`src/rtl/counter_ctrl.sv`:
```
`default_nettype none
// ---------------------------------------------------------------------------
// counter_ctrl : clear/enable sequencer for an external bit-slice counter.
// Optional macro COUNTER_CTRL_PERIOD_CNT_EN builds the period counter. Rev 1.0
// ---------------------------------------------------------------------------
module counter_ctrl #(
  parameter int WIDTH = 4
) (
  input  logic             clock,
  input  logic             reset,
  input  logic             start,
  input  logic             stop,
  input  logic             mode_periodic,
  input  logic [WIDTH-1:0] terminal,
  input  logic [WIDTH-1:0] count_value,
  output logic             count_clear,
  output logic             count_enable,
  output logic             busy,
  output logic             done,
  output logic [7:0]       period_cnt
);

  typedef enum logic [1:0] {
    IDLE  = 2'd0,
    CLEAR = 2'd1,
    RUN   = 2'd2,
    DONE  = 2'd3
  } state_t;

  state_t           state;
  state_t           state_next;
  logic [WIDTH-1:0] term_q;
  logic             accept_start;
  logic             detect;
  logic             finish;

  assign accept_start = (state == IDLE) && start && !stop;
  assign detect       = (state == RUN) && (count_value == term_q);
  // stop outranks a terminal detect in the same cycle
  assign finish       = detect && !stop;

  always_ff @(posedge clock or negedge reset) begin
    if (!reset) begin
      state  <= IDLE;
      term_q <= '0;
      done   <= 1'b0;
    end else begin
      state <= state_next;
      done  <= finish;
      if (accept_start) begin
        term_q <= terminal;
      end
    end
  end

  always_comb begin
    state_next   = state;
    count_clear  = 1'b0;
    count_enable = 1'b0;
    busy         = 1'b0;
    case (state)
      IDLE: begin
        if (accept_start) begin
          state_next = CLEAR;
        end
      end
      CLEAR: begin
        busy        = 1'b1;
        count_clear = 1'b1;
        state_next  = stop ? IDLE : RUN;
      end
      RUN: begin
        busy         = 1'b1;
        count_enable = (count_value != term_q);
        if (stop) begin
          state_next = IDLE;
        end else if (detect) begin
          state_next = mode_periodic ? CLEAR : DONE;
        end
      end
      DONE: begin
        busy       = 1'b1;
        state_next = IDLE;
      end
      default: begin
        state_next = IDLE;
      end
    endcase
  end

`ifdef COUNTER_CTRL_PERIOD_CNT_EN
  logic [7:0] period_q;

  always_ff @(posedge clock or negedge reset) begin
    if (!reset) begin
      period_q <= 8'd0;
    end else if (accept_start) begin
      period_q <= 8'd0;
    end else if (finish && (period_q != 8'hFF)) begin
      period_q <= period_q + 8'd1;
    end
  end

  assign period_cnt = period_q;
`else
  assign period_cnt = 8'd0;
`endif

endmodule
`default_nettype wire

```
`config.mk`:
```
export PLATFORM = sky130hd
export DESIGN_NAME = counter_ctrl
export DESIGN_NICKNAME = d
export VERILOG_FILES = /design/src/rtl/counter_ctrl.sv
export SDC_FILE = /design/constraint.sdc
export NUM_CORES = 1
export LEC_CHECK = 0
export ABC_AREA = 1
export CAP_MARGIN = 10
export CORE_MARGIN = 8
export CORE_UTILIZATION = 30
export DETAILED_ROUTE_END_ITERATION = 8
export GPL_TIMING_DRIVEN = 0
export PLACE_DENSITY_LB_ADDON = 0.3
export SLEW_MARGIN = 10
export SYNTH_ARGS = -nofsm -noshare
export SYNTH_HDL_FRONTEND = slang
export SYNTH_SLANG_ARGS = --single-unit
```
`constraint.sdc`:
```
create_clock -name clock -period 1.01 [get_ports clock]
set_input_delay 0.202 -clock clock [delete_from_list [all_inputs] [get_ports clock]]
set_output_delay 0.202 -clock clock [all_outputs]
set_load 0.03 [all_outputs]
```
==> results.md, run 1 <==
Synth:
- The synthesis warning total is 0.
- The synthesized netlist contains 14 unique library cells.
- Of the synthesized area, sequential elements account for 0.371.
- The cell count after synthesis is 63.
- The synthesized flop and latch total is 7.
- A synthesized cell averages 7.49 um^2.
- The post-synthesis instance area is 472 um^2.

Clocking:
- The CTS tree is built.
- The total CTS buffers is 3.
- The later-pin clock latency in the skew report is 250 ps.
- The clock passes through at most 2 buffers.
- The number of H-tree levels is 1.
- The clock sink count is 7.
- After clock tree synthesis, the clock-pin slew on the worst setup and hold paths is 50 ps.
- The library cell used as clock root buffer is sky130_fd_sc_hd__clkbuf_4.

Route:
- The post-detailed-routing wire length is 1130 um.
- The routed via count is 446.
- Using the TritonRoute via totals, the vias-per-cell ratio works out to 4.05.
- Before antenna repair, the detailed router went through 4 iterations.
- In the final routed layout, each cell accounts on average for 10.2 um.
- The DRC marker count from the first detailed-route iteration is 6.
- Once detail routing completed, the nets flagged for antenna violations numbered 0.
- The DRC violation count after routing is 0.

Run status:
- The checks that failed: negative setup slack.
- The flow ran to the end, but the final reports show violations.

Global routing:
- The maximum number of pins on one net before global-route repair is 8.
- The first-pass GRT wire length is 1880 um.
- Summed over all layers, the global routing overflow is 0.
- The via count of the first global-routing pass came to 454.
- For this run, the total global-route usage over all layers was measured as 0.0736.
- The number of antenna violations at the first check in global routing came to 0.

Place:
- The cell total after placement is 102.
- The post-DP HPWL is 821 um.
- The total of buffers placed on input and output ports is 16.
- At the end of routability-driven placement, the weighted congestion stood at 0.765.

Setup path:
- The maximum net fanout on the critical path is 3.
- Together, buffers and inverters on the worst path number 3.
- The slowest stage of the critical path is the sky130_fd_sc_hd__clkdlybuf4s50_1 cell.
- In this design, the largest share of critical-path delay is due to buffers and inverters.
- The startpoint kind of the worst setup timing path is an input port.
- The worst path arrival time is 1180 ps.
- The required time reported for the critical path endpoint is 810 ps.
- Walking the worst path, the cells encountered are clkdlybuf4s50_1, inv_1, nand2_1, nand2_2, nor2_4, a21oi_2, buf_6.
- STA classifies the critical path endpoint as an output pin.
- On the worst path, the slowest cell contributes a delay of 470 ps.
- The class of the most critical setup path is input port to output pin.

Job:
- Across the run, the number of max-cap violations was 0.

STA:
- The max-slew violation count is 0.
- The worst hold slack across all endpoints is 216 ps.
- The setup-violating endpoint count in the final report is 8.
- The share of the cycle needed by the critical path after routing is 1.37.
- The worst setup slack after layout is -374 ps.
- Setup repair after global routing could not meet its margin everywhere.
- The final setup skew is 1.20 ps.
- The count of endpoints failing hold in the final timing report is 0.
- The highest attainable clock frequency is 0.722 GHz.
- The smallest clock period supported by the final layout is computed as 1380 ps.

Power and ir drop:
- Summed over all nets, the switching power comes to 0.474 mW.
- The share of total power consumed by net switching is 0.385.
- In this run the power density over the cells is 1600 nW/um^2.
- The leakage power figure is 0.424 nW.
- The maximum vdd ir drop is 0.742 mV.
- The proportion of power drawn by flip-flops and latches is 0.319.
- Cell internal power was estimated by the tool at 0.757 mW.
- The combinational power share is 0.475.
- The clock network fraction of design power is 0.206.

Final layout:
- The antenna diode count is 0.
- The fraction of layout cells with a size suffix above 1 is 0.426.
- The filler cell count is 150.
- Relative to the synthesized area, the layout overhead comes to 62.9%.
- The end-of-flow core utilization is 0.516.
- The count of non-filler cells in the finished layout is 110.
- The final net count is 108.

Worst hold path:
- The type of the worst min-delay path is input port to async pin.

Die:
- The floorplan core area is 1490 um^2.
- The die span in x is 55.7 um.
- The floorplan step set the die height to 55.7 um.
- Pin placement for this block handled 25 I/O pins.
- The die covers 3100 um^2.
- The row count is 14.
- For this configuration, the core starts out at a cell density of 0.317.
-- metal layers --
layer  vias to the layer above  track usage  share of wire
li1                        239            -              -
met1                       192       0.0792           0.40
met2                        15        0.115           0.52
met3                         0       0.0342          0.079
met4                         0       0.0423              0
met5                         -            0              0
-- cell type report --
class	instances	area (um^2)	area share
inverter	12	45.0	0.0586
clock buffer	4	26.3	0.0342
tap	16	20.0	0.0261
timing repair buffer	19	189	0.246
sequential	7	176	0.230
buffer	8	60.1	0.0782
multi-input combinational	44	251	0.327
-- registers in the layout (all words and copies together) (netlist names) --
register and cells:
done 1, state 2, term_q 4
-- power groups by stage --
stage | registers [mW] | clock network [mW] | logic, mW
final | 0.392 | 0.254 | 0.585
after detailed placement | 0.387 | 0 | 0.477
after CTS | 0.388 | 0.266 | 0.569
after floorplan | 0.382 | 0 | 0.342
after global placement | 0.384 | 0 | 0.472
after global routing | 0.401 | 0.283 | 0.639
-- synth_stat cells (all sizes together) --
| master | count | area, um^2 |
|---|---|---|
| buf | 8 | 60.1 |
| inv | 12 | 45.0 |
| nand2 | 17 | 71.3 |
| nand3 | 2 | 22.5 |
| conb | 1 | 3.75 |
| a21oi | 6 | 30.0 |
| nor2 | 9 | 58.8 |
| dfrtp | 7 | 175 |
| nor3 | 1 | 5.00 |
-- cells in the final DEF (no fill, tap or decap), drive strengths merged --
cell type and count:
dlygate4sd2 2, clkbuf 4, buf 15, conb 8, clkdlybuf4s50 9, a21oi 6
nor2 9, nand3 3, nand2 17, dlymetal6s2s 1, dfrtp 7, nor3 1
inv 12
-- logic make-up after synthesis --
| group | Yosys count | share of synthesized area |
|---|---|---|
| buf+inv | 20 | 0.223 |
| other cells | 1 | 0.00795 |
| simple gates | 29 | 0.334 |
| compound gates | 6 | 0.0637 |
| flops | 7 | 0.371 |
-- path summary, 6_finish.rpt --
path	startpoint	endpoint	slack (ps)	cells after the start
worst max-delay path	count_value[0]	count_enable	-370	7
worst min-delay path	reset	term_q[1]$_DFFE_PN0P_	220	1
worst max register to register	state[1]$_DFFE_PN0P_	term_q[3]$_DFFE_PN0P_	-30	5
worst min register to register	term_q[3]$_DFFE_PN0P_	term_q[3]$_DFFE_PN0P_	530	2
max in group asynchronous	reset	state[1]$_DFFE_PN0P_	530	1
min in group clock	count_value[1]	done$_DFF_PN0_	420	6
-- through the flow --
| step | TNS, ps | area, um^2 | setup WS, ps | power, mW |
|---|---|---|---|---|
| after global placement | -3200 | 684 | -888 | 0.855 |
| final | -810 | 768 | -374 | 1.23 |
| after floorplan | -106 | 504 | -106 | 0.725 |
| after detailed placement | -3310 | 684 | -879 | 0.865 |
| after global routing | -1370 | 768 | -454 | 1.32 |
| after CTS | -825 | 754 | -357 | 1.22 |
-- what timing repair did --
action | in CTS | in global routing
endpoints found under the setup margin | 6 | 10
hold buffers | 0 | 0
pin swaps | 6 | 5
gates resized for setup | 35 | 7
cloned | 1 | 0
buffers inserted | 3 | 0
Power figures use the tool's default switching activity.
==> run 2, diff against run 1 <==
--- a/config.mk
+++ b/config.mk
@@ -12,6 +12,7 @@
 export DETAILED_ROUTE_END_ITERATION = 8
 export GPL_TIMING_DRIVEN = 0
 export PLACE_DENSITY_LB_ADDON = 0.3
+export RECOVER_POWER = 100
 export SLEW_MARGIN = 10
 export SYNTH_ARGS = -nofsm -noshare
 export SYNTH_HDL_FRONTEND = slang
==> run 2 against run 1 <==
The run still ends with negative setup slack left. Sequential power about the same. Clock power about the same. Non-clock buffer count unchanged. Utilization unchanged. Maximum frequency unchanged. Register-to-register slack about the same. Clock skew unchanged. Largest power group unchanged.
==> results.md, run 2 (synthesis results as in run 1) <==
Run status:
- The flow ran to the end, but the final reports show violations.
- The final reports fail on negative setup slack.

STA:
- The routed design could run at a clock period as short as 1380 ps.
- In the final timing run, aggregate negative setup slack is -810 ps.
- The worst hold slack across all endpoints is 287 ps.
- Setup repair after global routing could not meet its margin everywhere.
- After layout, the worst setup slack is -374 ps.
- Across the routed clock network, the largest skew measured is 1.20 ps.
- Dividing the final minimum period by the clock period gives 1.37.
- The highest attainable clock frequency is 0.722 GHz.
- The count of endpoints failing hold in the final timing report was 0.
- Setup violations remaining at the end of the flow were counted as 8.
- The max-slew violation count is 0.

Final layout:
- Summing all non-filler instances in the final layout gives an area of 768 um^2.
- The register with the most flip-flops is term_q.
- Measured on the finished design, the core utilization comes to 0.516.
- 0 antenna diodes ended up in the layout.
- The largest registers in the layout are term_q x4, state x2, done x1.
- Fill cells in the final layout number 150.
- The final net count is 108.
- Leaving out fill and tap cells, the most frequent cell in the layout is sky130_fd_sc_hd__nand2_1.
- The flip-flop count of the largest register after layout is 4.
- In the final layout, the share of cells above drive strength 1 is 0.426.
- The relative area change from synthesis to final layout is 62.9%.
- The count of non-filler cells in the finished layout is 110.
- The top cell types in the final layout, fill and taps aside, are sky130_fd_sc_hd__nand2_1 (11), sky130_fd_sc_hd__buf_4 (9), sky130_fd_sc_hd__conb_1 (8), sky130_fd_sc_hd__clkdlybuf4s50_1 (8), sky130_fd_sc_hd__inv_1 (7).

Place:
- The wire-length estimate of the detail-placed layout is 821 um.
- In this run the cell area measured after placement is 684 um^2.
- The number of placed instances, taps included, is 102.
- Routability-driven placement finished with a final weighted congestion of 0.765.
- Buffers placed on the I/O ports in this run total 16.
- Before CTS, the worst setup slack after placement is -879 ps.

Setup path:
- The type of destination of the critical path is an output pin.
- The capturing point of the worst reg2reg path is term_q[3]$_DFFE_PN0P_.
- Setup slack on the worst reg-to-reg path comes out at -30 ps.
- The maximum net fanout on the critical path is 3.
- The startpoint kind of the worst setup timing path is an input port.
- The launching point of the worst reg2reg path is state[1]$_DFFE_PN0P_.
- At the worst endpoint, the arrival time is 1180 ps.
- The logic depth of the worst register-to-register path is 5.
- At the worst endpoint, the required time is 810 ps.
- By startpoint and endpoint, the worst setup path is classified as input port to output pin.

Power and ir drop:
- The maximum vdd ir drop is 0.739 mV.
- The total power of the final layout is 1.23 mW.
- The leakage power figure is 0.424 nW.
- Power spread over the standard cell area amounts to 1600 nW/um^2.

Clocking:
- The number of H-tree levels is 1.
- The clock edge transition at the registers on the reported setup and hold paths is 50 ps.
- The later-pin clock latency in the skew report is 250 ps.
- The clock tree buffer depth is 2.
- Buffers inserted during clock tree synthesis total 3.
- Clock tree synthesis found a total of 7 sinks.
- CTS placed an instance of sky130_fd_sc_hd__clkbuf_4 at the clock tree root.
- TritonCTS built the clock tree.

Die:
- The floorplan core area is 1490 um^2.
- For this design the top-level I/O count stands at 25.
- The initial utilization of the core area, before any placement, comes to 0.317.
- The floorplan step set the die width to 55.7 um.
- The row count is 14.
- The die height is 55.7 um.
- The total die area is 3100 um^2.

Route:
- The post-detailed-routing wire length is 1130 um.
- Using the TritonRoute via totals, the vias-per-cell ratio works out to 4.05.
- Across all layers, the routed design uses 446 vias.
- For this block, the initial DRC count from the detailed router was 6.
- The count of nets left with antenna violations once routing finished came out at 0.
- The pre-antenna-repair detailed-routing pass consisted of 4 iterations.
- Dividing the detail-routed wire length by the instance count gives 10.2 um.
- For this run, design rule violations remaining after detail routing come to 0.

Global routing:
- The number of antenna violations at the first check in global routing was 0.
- The met2 capacity usage during global routing is 0.115.
- Summed over all layers, the global routing overflow is 0.
- After global routing, the most crowded layer is met2.
- The met1 track utilization from global routing is 0.0792.
- The global-route usage over all layers is 0.0736.
- The met3 usage in global routing is 0.0342.
- The first-pass GRT wire length is 1880 um.
- The via count of the first global-routing pass is 454.
- Entering global routing, the biggest net connects 8 pins.

Job:
- Across the run, the number of max-cap violations was 0.

Worst hold path:
- In this run the worst hold path is classified as input port to async pin.
==> run 2: final cells by class <==
cell class,instances,area [um^2],area share
repair buffers,19,189,0.246
plain buffers,8,60.1,0.0782
flip-flops and latches,7,176,0.230
clock buffers,4,26.3,0.0342
well taps,16,20.0,0.0261
multi-input cells,44,251,0.327
inverters,12,45.0,0.0586
==> run 2: routing by layer <==
metal,share of wire,wire length [um]
met3,0.079,89
met2,0.52,591
met5,0,0
met1,0.40,446
met4,0,0
==> run 2: timing repair <==
item,in CTS,in global routing
setup buffers,3,0
pin swaps,6,5
gates resized for setup,35,7
cloned,1,0
hold buffers,0,0
endpoints found under the setup margin,6,10
==> run 2: power breakdown <==
group / leakage, nW / internal (mW) / switching [mW]
clock: 0.0150 / 0.151 / 0.103
sequential: 0.0824 / 0.342 / 0.0501
combinational: 0.327 / 0.263 / 0.321
total: 0.424 / 0.756 / 0.474
==> run 2: critical path, stage by stage <==
cell and delay [ps]:
sky130_fd_sc_hd__clkdlybuf4s50_1 470, sky130_fd_sc_hd__inv_1 40, sky130_fd_sc_hd__nand2_1 60, sky130_fd_sc_hd__nand2_2 60, sky130_fd_sc_hd__nor2_4 130, sky130_fd_sc_hd__a21oi_2 70
sky130_fd_sc_hd__buf_6 140
==> run 2: how the worst max path moves through the flow <==
stage,startpoint,endpoint,depth (start not counted)
after detailed placement,count_value[3],count_enable,6
after CTS,term_q[3]$_DFFE_PN0P_,count_enable,6
final,count_value[0],count_enable,7
after floorplan,term_q[0]$_DFFE_PN0P_,count_enable,5
after global routing,term_q[1]$_DFFE_PN0P_,count_enable,6
after global placement,count_value[0],count_enable,6
==> run 3, diff against run 2 <==
--- a/config.mk
+++ b/config.mk
@@ -13,7 +13,6 @@
 export GPL_TIMING_DRIVEN = 0
 export PLACE_DENSITY_LB_ADDON = 0.3
 export RECOVER_POWER = 100
-export SLEW_MARGIN = 10
 export SYNTH_ARGS = -nofsm -noshare
 export SYNTH_HDL_FRONTEND = slang
 export SYNTH_SLANG_ARGS = --single-unit
==> results of run 3 <==
No change in the layout: final DEF, timing and power equal those of run 2.
